--- src/rtl/debug_dmi_master.sv ---
// rtl/debug_dmi_master.sv - DTM-side DMI initiator with sticky status and dtmcs image
module debug_dmi_master #(
   parameter int ABITS       = 7,
   parameter int IDLE_CYCLES = 1
) (
   input  logic             CLK,
   input  logic             RST_N,
   input  logic             REQ_VALID,
   input  logic [ABITS-1:0] REQ_AD,
   input  logic [31:0]      REQ_DATA,
   input  logic [1:0]       REQ_OP,
   input  logic             DMIRESET,
   input  logic             DMIHARDRESET,
   output logic [ABITS-1:0] RSP_AD,
   output logic [31:0]      RSP_DATA,
   output logic [1:0]       RSP_OP,
   output logic             BUSY,
   output logic [31:0]      DTMCS,
   output logic             DMI_CS,
   output logic             DMI_WR,
   output logic             DMI_RD,
   output logic [ABITS-1:0] DMI_AD,
   output logic [31:0]      DMI_DI,
   input  logic [31:0]      DMI_DO
);

   typedef enum logic [2:0] {
      S_IDLE     = 3'd0,
      S_ISSUE_WR = 3'd1,
      S_ISSUE_RD = 3'd2,
      S_RD_WAIT  = 3'd3,
      S_HOLD     = 3'd4
   } state_t;

   localparam logic [1:0] OP_NOP  = 2'd0;
   localparam logic [1:0] OP_READ = 2'd1;
   localparam logic [1:0] OP_WRITE = 2'd2;

   localparam logic [1:0] ST_OK     = 2'd0;
   localparam logic [1:0] ST_FAILED = 2'd2;
   localparam logic [1:0] ST_BUSY   = 2'd3;

   localparam logic [2:0] IDLE3     = 3'(IDLE_CYCLES);
   localparam logic [5:0] ABITS6    = 6'(ABITS);
   // HOLD runs for IDLE_CYCLES cycles, so the counter is loaded one short.
   localparam logic [2:0] HOLD_LOAD = (IDLE_CYCLES > 0) ? 3'(IDLE_CYCLES - 1) : 3'd0;
   localparam state_t     POST_ACCESS = (IDLE_CYCLES > 0) ? S_HOLD : S_IDLE;

   state_t           state_q;
   logic [2:0]       cnt_q;
   logic             cs_q;
   logic             wr_q;
   logic             rd_q;
   logic [ABITS-1:0] dmi_ad_q;
   logic [31:0]      dmi_di_q;
   logic [ABITS-1:0] rsp_ad_q;
   logic [31:0]      rsp_data_q;
   logic [1:0]       rsp_op_q;
   logic [1:0]       rsp_op_d;

   // Status seen by this cycle's request: DMIRESET clears before the request is judged.
   always_comb begin
      rsp_op_d = DMIRESET ? ST_OK : rsp_op_q;
   end

   // Access sequencer, strobe generation, response capture and sticky status.
   always_ff @(posedge CLK or negedge RST_N) begin
      if (!RST_N) begin
         state_q    <= S_IDLE;
         cnt_q      <= 3'd0;
         cs_q       <= 1'b0;
         wr_q       <= 1'b0;
         rd_q       <= 1'b0;
         dmi_ad_q   <= '0;
         dmi_di_q   <= 32'd0;
         rsp_ad_q   <= '0;
         rsp_data_q <= 32'd0;
         rsp_op_q   <= ST_OK;
      end else begin
         // Strobes are single-cycle: they drop unless re-armed by an accept below.
         cs_q <= 1'b0;
         wr_q <= 1'b0;
         rd_q <= 1'b0;
         if (DMIHARDRESET) begin
            // Abort outright; a request arriving alongside is discarded.
            state_q  <= S_IDLE;
            cnt_q    <= 3'd0;
            rsp_op_q <= ST_OK;
         end else begin
            rsp_op_q <= rsp_op_d;
            case (state_q)
               S_IDLE: begin
                  if (REQ_VALID && (rsp_op_d == ST_OK)) begin
                     rsp_ad_q <= REQ_AD;
                     case (REQ_OP)
                        OP_READ: begin
                           state_q  <= S_ISSUE_RD;
                           cs_q     <= 1'b1;
                           rd_q     <= 1'b1;
                           dmi_ad_q <= REQ_AD;
                           dmi_di_q <= REQ_DATA;
                        end
                        OP_WRITE: begin
                           state_q  <= S_ISSUE_WR;
                           cs_q     <= 1'b1;
                           wr_q     <= 1'b1;
                           dmi_ad_q <= REQ_AD;
                           dmi_di_q <= REQ_DATA;
                        end
                        OP_NOP: begin
                           state_q <= S_IDLE;
                        end
                        default: begin
                           rsp_op_q <= ST_FAILED;
                        end
                     endcase
                  end
               end
               S_ISSUE_WR: begin
                  // The write data is echoed back so the next capture shows it.
                  rsp_data_q <= dmi_di_q;
                  state_q    <= POST_ACCESS;
                  cnt_q      <= HOLD_LOAD;
               end
               S_ISSUE_RD: begin
                  state_q <= S_RD_WAIT;
               end
               S_RD_WAIT: begin
                  // The DM registers its read data, so it is valid one cycle after RD.
                  rsp_data_q <= DMI_DO;
                  state_q    <= POST_ACCESS;
                  cnt_q      <= HOLD_LOAD;
               end
               S_HOLD: begin
                  if (cnt_q == 3'd0) begin
                     state_q <= S_IDLE;
                  end else begin
                     cnt_q <= cnt_q - 3'd1;
                  end
               end
               default: begin
                  state_q <= S_IDLE;
               end
            endcase
            // A request landing mid-access is dropped and flagged, keeping any earlier code.
            if ((state_q != S_IDLE) && REQ_VALID && (rsp_op_d == ST_OK)) begin
               rsp_op_q <= ST_BUSY;
            end
         end
      end
   end

   assign BUSY     = (state_q != S_IDLE);
   assign DMI_CS   = cs_q;
   assign DMI_WR   = wr_q;
   assign DMI_RD   = rd_q;
   assign DMI_AD   = dmi_ad_q;
   assign DMI_DI   = dmi_di_q;
   assign RSP_AD   = rsp_ad_q;
   assign RSP_DATA = rsp_data_q;
   assign RSP_OP   = rsp_op_q;
   assign DTMCS    = {14'd0, 1'b0, 1'b0, 1'b0, IDLE3, rsp_op_q, ABITS6, 4'd1};

endmodule

--- config.mk ---
export PLATFORM = sky130hd
export DESIGN_NAME = debug_dmi_master
export DESIGN_NICKNAME = d
export VERILOG_FILES = /design/src/rtl/debug_dmi_master.sv
export SDC_FILE = /design/constraint.sdc
export NUM_CORES = 1
export LEC_CHECK = 0
export ABC_AREA = 1
export BUFFER_PORTS_ARGS = -buffer_cell sky130_fd_sc_hd__buf_4
export CORE_MARGIN = 5
export CORE_UTILIZATION = 40
export DETAILED_ROUTE_END_ITERATION = 12
export GPL_ROUTABILITY_DRIVEN = 1
export GPL_TIMING_DRIVEN = 0
export PLACE_DENSITY = 0.82
export SLEW_MARGIN = 15
export SYNTH_ARGS = -nofsm -noshare
export SYNTH_HDL_FRONTEND = slang
export SYNTH_SLANG_ARGS = --single-unit
export TNS_END_PERCENT = 20
--- constraint.sdc ---
create_clock -name CLK -period 1.35 [get_ports CLK]
set_clock_uncertainty 0.1 [all_clocks]
set_input_delay 0.0675 -clock CLK [delete_from_list [all_inputs] [get_ports CLK]]
set_output_delay 0.0675 -clock CLK [all_outputs]
set_load 0.02 [all_outputs]
Word level (Yosys, flattened, before mapping). Index checks and enable logic that the tools add are counted.

Logic and storage cells: 67. Bits in registers: 89. Output and inout port bits: 116. Bits of input ports: 78.

Eq/ne operators: 10. Reductions and logical operators: 18. Muxes and demuxes: 27. Add/sub/neg operators: 1. Bitwise logic cells: 1.

Operators by type and width (number): $pmux W32 S2 (1); $mux W3 (5); $mux W1 (12); $mux W2 (6); $pmux W3 S4 (1); $ne A3 B3 Y1 const B (3); $pmux W3 S3 (1); $eq A3 B2 Y1 const B (2); $logic_not A3 Y1 (2); $pmux W3 S2 (1); $reduce_and A3 Y1 (2); $reduce_bool A3 Y1 (2); $ne A5 B2 Y1 const B (1); $logic_not A2 Y1 (2); $reduce_and A2 Y1 (2); $reduce_and A4 Y1 (1); $reduce_or A2 Y1 (2); $eq A3 B1 Y1 const B (1); $eq A3 B3 Y1 const B (1); $logic_and A1 B1 Y1 (3); $reduce_or A3 Y1 (1); $sub A3 B1 Y3 const B (1); $eq A2 B1 Y1 const B (1); $eq A2 B2 Y1 const B (1); 2 further kinds (2).

Longest topological paths before layout.
Depth after elaboration: 7. Gate-level depth with buffers: 9. Gate-level depth less buffers: 8.

Worst setup path before layout. Ideal clock, no wire load.

Kind: register to register. Start: reg rsp_op_q[1] (netlist: RSP_OP[1]). End: reg dmi_di_q[28] (netlist: DMI_DI[28]). Cell stages (with the launch flop): 9. Arrival time: 1.277 ns. Library setup time: 0.121 ns. Required time: 1.129 ns. Buffers on the path: 2. Path slack: -0.147 ns. Period minus slack after synthesis: 1.497 ns. Cells stage by stage: dfrtp_1 nand2_1 nand2_1 nor2_4 nand3_4 buf_6 buf_6 nand2_2 o21ai_1.

Word-level cells in the longest chain between the ends: 4.

Ends and longest elaborated chain: from (decl) (RTL line 58) `logic [1:0] rsp_op_q;`; from (signal assigned) (RTL line 90) `rsp_op_q <= rsp_op_d;`; $mux W2 (RTL line 63) `rsp_op_d = DMIRESET ? ST_OK : rsp_op_q;`; $logic_not A2 Y1 (RTL line 93) `if (REQ_VALID && (rsp_op_d == ST_OK)) begin`; $logic_and A1 B1 Y1 (RTL line 93); $reduce_and A4 Y1 (no line); to (signal assigned) (RTL line 75) `dmi_di_q <= 32'd0;`; to (signal assigned) (RTL line 101) `dmi_di_q <= REQ_DATA;`; to (signal assigned) (RTL line 108) `dmi_di_q <= REQ_DATA;`; to (decl) (RTL line 55) `logic [31:0] dmi_di_q;`.

No other way between the ends. A chain may end at the register's enable or synchronous reset.

Worst setup path in the final report.
Start: reg state_q[0]. End: reg dmi_di_q[23] (netlist: DMI_DI[23]).

Word-level cells in the longest chain between the ends: 2.

Ends and longest elaborated chain: from (decl) (RTL line 49) `state_t state_q;`; from (signal assigned) (RTL line 69) `state_q <= S_IDLE;`; from (signal assigned) (RTL line 86) `state_q <= S_IDLE;`; from (signal assigned) (RTL line 97) `state_q <= S_ISSUE_RD;`; $logic_not A3 Y1 (RTL line 91) `case (state_q)`; $reduce_and A4 Y1 (no line).

No other way between the ends.

==> flow_summary.toml <==
[logic_synthesis]
netlist_top_cells_area = "dfrtp_1 (52%), o21ai_0 (8.6%), nand2_1 (6.8%), buf_4 (5.7%), o21ai_1 (4.8%)"
synth_most_common_cell = "dfrtp_1"
synth_area_um2 = 4250
synth_top_area_cell = "dfrtp_1"
ys_dominant_reg_cell = "dfrtp_1"
synth_cells = 475
yosys.cell_types.count = 27
synth.top_cell.area_share_pct = 52.4
synth_warnings = 0
async_reset_ff_share_pct = 100
synth_common_cells = "dfrtp_1 (89), nand2_1 (77), o21ai_0 (73)"
synth-edff-count = 0
ys_seq_area_share_pct = 52.4
synth-seq-cells = 89
syn_area_per_cell_um2 = 8.95

[setup_path]
cp_max_fo = 8
cp-start-kind = "register"
crit_type = "reg -> reg"
r2r_slack_ps = -140
worstPathRequired_ps = 1490
r2r_cells = 8
endpoint = "DMI_DI[23]"
critPathLaunch = "state_q[0]"
worstReg2RegEnd = "DMI_DI[23]"
endpoint_kind = "register"
arrival_ps = 1620
r2r_start = "state_q[0]"

[timing]
max_slew.worst_pin.slew_ps = 832
relSlewSlack_pct = 44.5
fin_crit_sh_pct = 110
whs_ps = -63.9
fmax_mhz = 672
setup_viol = 82
rsz0062_at_grt = "true"
setup_ws_ps = -137
fin_crit_ps = 1490
slew_violations = 0
hold_viol_final = 2

[power]
finalPower_uw = 10900
leakagePower_uw = 0.00368
swShare_pct = 40.0
ir_worst_vdd_mv = 0.872
p_sw_uw = 4360
comb_power_share_pct = 45.3
internal-power_uw = 6540
clockPowerShare_pct = 15.5
pwr-share-seq_pct = 39.2
power_density_nw_per_um2 = 1510

[routing]
routed-via-count = 4453
detail_route.vias_per_cell = 4.91
dr.first_iter.drc_count = 347
ant_nets = 0
drc = 0
drt_first_pass_iters = 5
routedWlPerCell_um = 17.0
routed_wl_um = 15400

[global_route]
grt_pass1_wl_um = 23200
globalRouteOverflowTotal = 0
track_usage_pct = 22.6
antenna_found_initial = 0
grt_pass1_vias = 4489
grt_max_degree = 90

[cells_and_area]
antenna-diode-count = 0
multi_input_area_um2 = 1670
drive_above_1_share_pct = 41.1
num-fill-cells = 751
seqCellArea_um2 = 2230
syn_to_final_growth_pct = 69.2
nNetsFinal = 850
stdcell_count = 907

[clock_tree]
path_clk_slew_ps = 90
cts_tree = "done"
clock-sinks = 89
cts-buffers-inserted = 9
h-tree-depth = 3
cts-root-buf = "clkbuf_8"
insertion_delay_ps = 350
clockBufferDepth = 2

[place]
hpwl_um = 9620
io_buffers = 162
place_inst = 801
gp_congestion = 0.838

[die]
rows = 37
io_pins = 194
core_area_um2 = 10300
start_util_pct = 41.2
fp.dieW_um = 113
die_y_um = 113
fp.dieArea_um2 = 12800

[run]
cap_violations = 0

[status]
status = "finished, violations left"
violations = "negative hold slack, negative setup slack"

[worst_hold_path]
hold_class = "in -> reg"
-- metal layers --
metal / track usage, % / vias to the layer above / part of all wire, %
li1: - / 2078 / -
met1: 26.7 / 2092 / 37
met2: 39.8 / 234 / 51
met3: 4.81 / 49 / 8.0
met4: 9.21 / 0 / 3.5
met5: 0 / - / 0
-- power groups by stage --
stage | Sequential (µW) | Combinational [µW] | Clock, µW
2_1_floorplan | 5170 | 1260 | 0
3_3_place_gp | 4160 | 4250 | 0
3_5_place_dp | 4200 | 4340 | 0
4_1_cts | 4170 | 4740 | 1720
5_1_grt | 4360 | 5270 | 1850
6_report | 4270 | 4940 | 1690
-- cell families after synthesis --
family | synth area share, %
other | 0.177
adders and majority gates | 1.77
and+or+nand+nor | 12.2
DFF | 52.4
AOI/OAI and AO/OA | 18.8
buffers and inverters | 14.7
-- worst min-delay path by stage --
stage | from | end | cells past startpoint
2_1_floorplan | RST_N | DMI_AD[0] | 0
3_3_place_gp | REQ_DATA[16] | DMI_DI[16] | 3
3_5_place_dp | REQ_DATA[13] | DMI_DI[13] | 3
4_1_cts | RST_N | RSP_DATA[14] | 1
5_1_grt | DMIRESET | RSP_OP[0] | 4
6_report | DMIRESET | RSP_OP[0] | 4
-- flip-flops by register name, indices dropped and copies added, names as in the netlist, 2 cells and up --
| register | flops |
|---|---|
| DMI_AD | 7 |
| DMI_DI | 32 |
| RSP_AD | 7 |
| RSP_DATA | 32 |
| RSP_OP | 2 |
| cnt_q | 3 |
| state_q | 3 |
-- area by class of cell --
| cell class | count | share of cell area (%) |
|---|---|---|
| Sequential cell | 89 | 31.0 |
| Tap cell | 136 | 2.36 |
| Inverter | 55 | 3.22 |
| Buffer | 60 | 6.90 |
| Multi-Input combinational cell | 297 | 23.2 |
| Clock buffer | 14 | 2.26 |
| Timing Repair Buffer | 254 | 30.8 |
| Clock inverter | 2 | 0.174 |
-- worst max-delay path, cell delays in order (launching register included) --
cell and delay (ps):
dfrtp_2 450, inv_8 90, nand2_8 60, nor2_8 110, nand3_4 120, buf_12 180
buf_8 140, nand2_1 50, o21ai_1 60
-- metrics by stage --
step                cell area [µm²]  TNS [ps]  utilization (%)  hold WS (ps)  setup slack, ps
global route                   7200    -14010             69.7         -53.0             -206
finish                         7200     -7580             69.7         -63.9             -137
global placement               5750    -13660             55.7           223             -268
CTS                            6950    -11090             67.3          -133             -199
detailed placement             5750    -16450             55.7           228             -350
floorplan                      4370     -2920                -          -328             -107
-- placed cells by master, fill, tap and decap left out, types with 3 or more instances in the layout --
cell           synthesis  routed
clkbuf_1              10       3
o21ai_1               41      67
nor2_1                10       9
nand3_4                2       3
inv_1                 52      50
dfrtp_2                0       4
nand3_1                7       6
a31oi_1               32      31
dlygate4sd3_1          0      74
buf_6                  5      13
o21ai_2                0      18
buf_8                  0       6
nand2_1               77      60
clkbuf_8               0      11
o21ai_0               73      29
dfrtp_1               89      85
clkbuf_2               1       7
ha_1                   6       5
buf_12                 0       3
buf_4                 32     199
inv_8                  0       3
nand2_2               10      24
conb_1                 2      30
nand2_4                1       3
buf_2                 14       7
-- what timing repair did --
item	4_1_cts	5_1_grt
gates cloned	2	6
endpoints found under the setup margin	88	89
setup buffers	9	1
hold endpoints to repair	171	91
resized for setup	83	74
hold buffers	73	1
pin swaps	6	9
No activity file was read; power rests on OpenSTA's default activity.
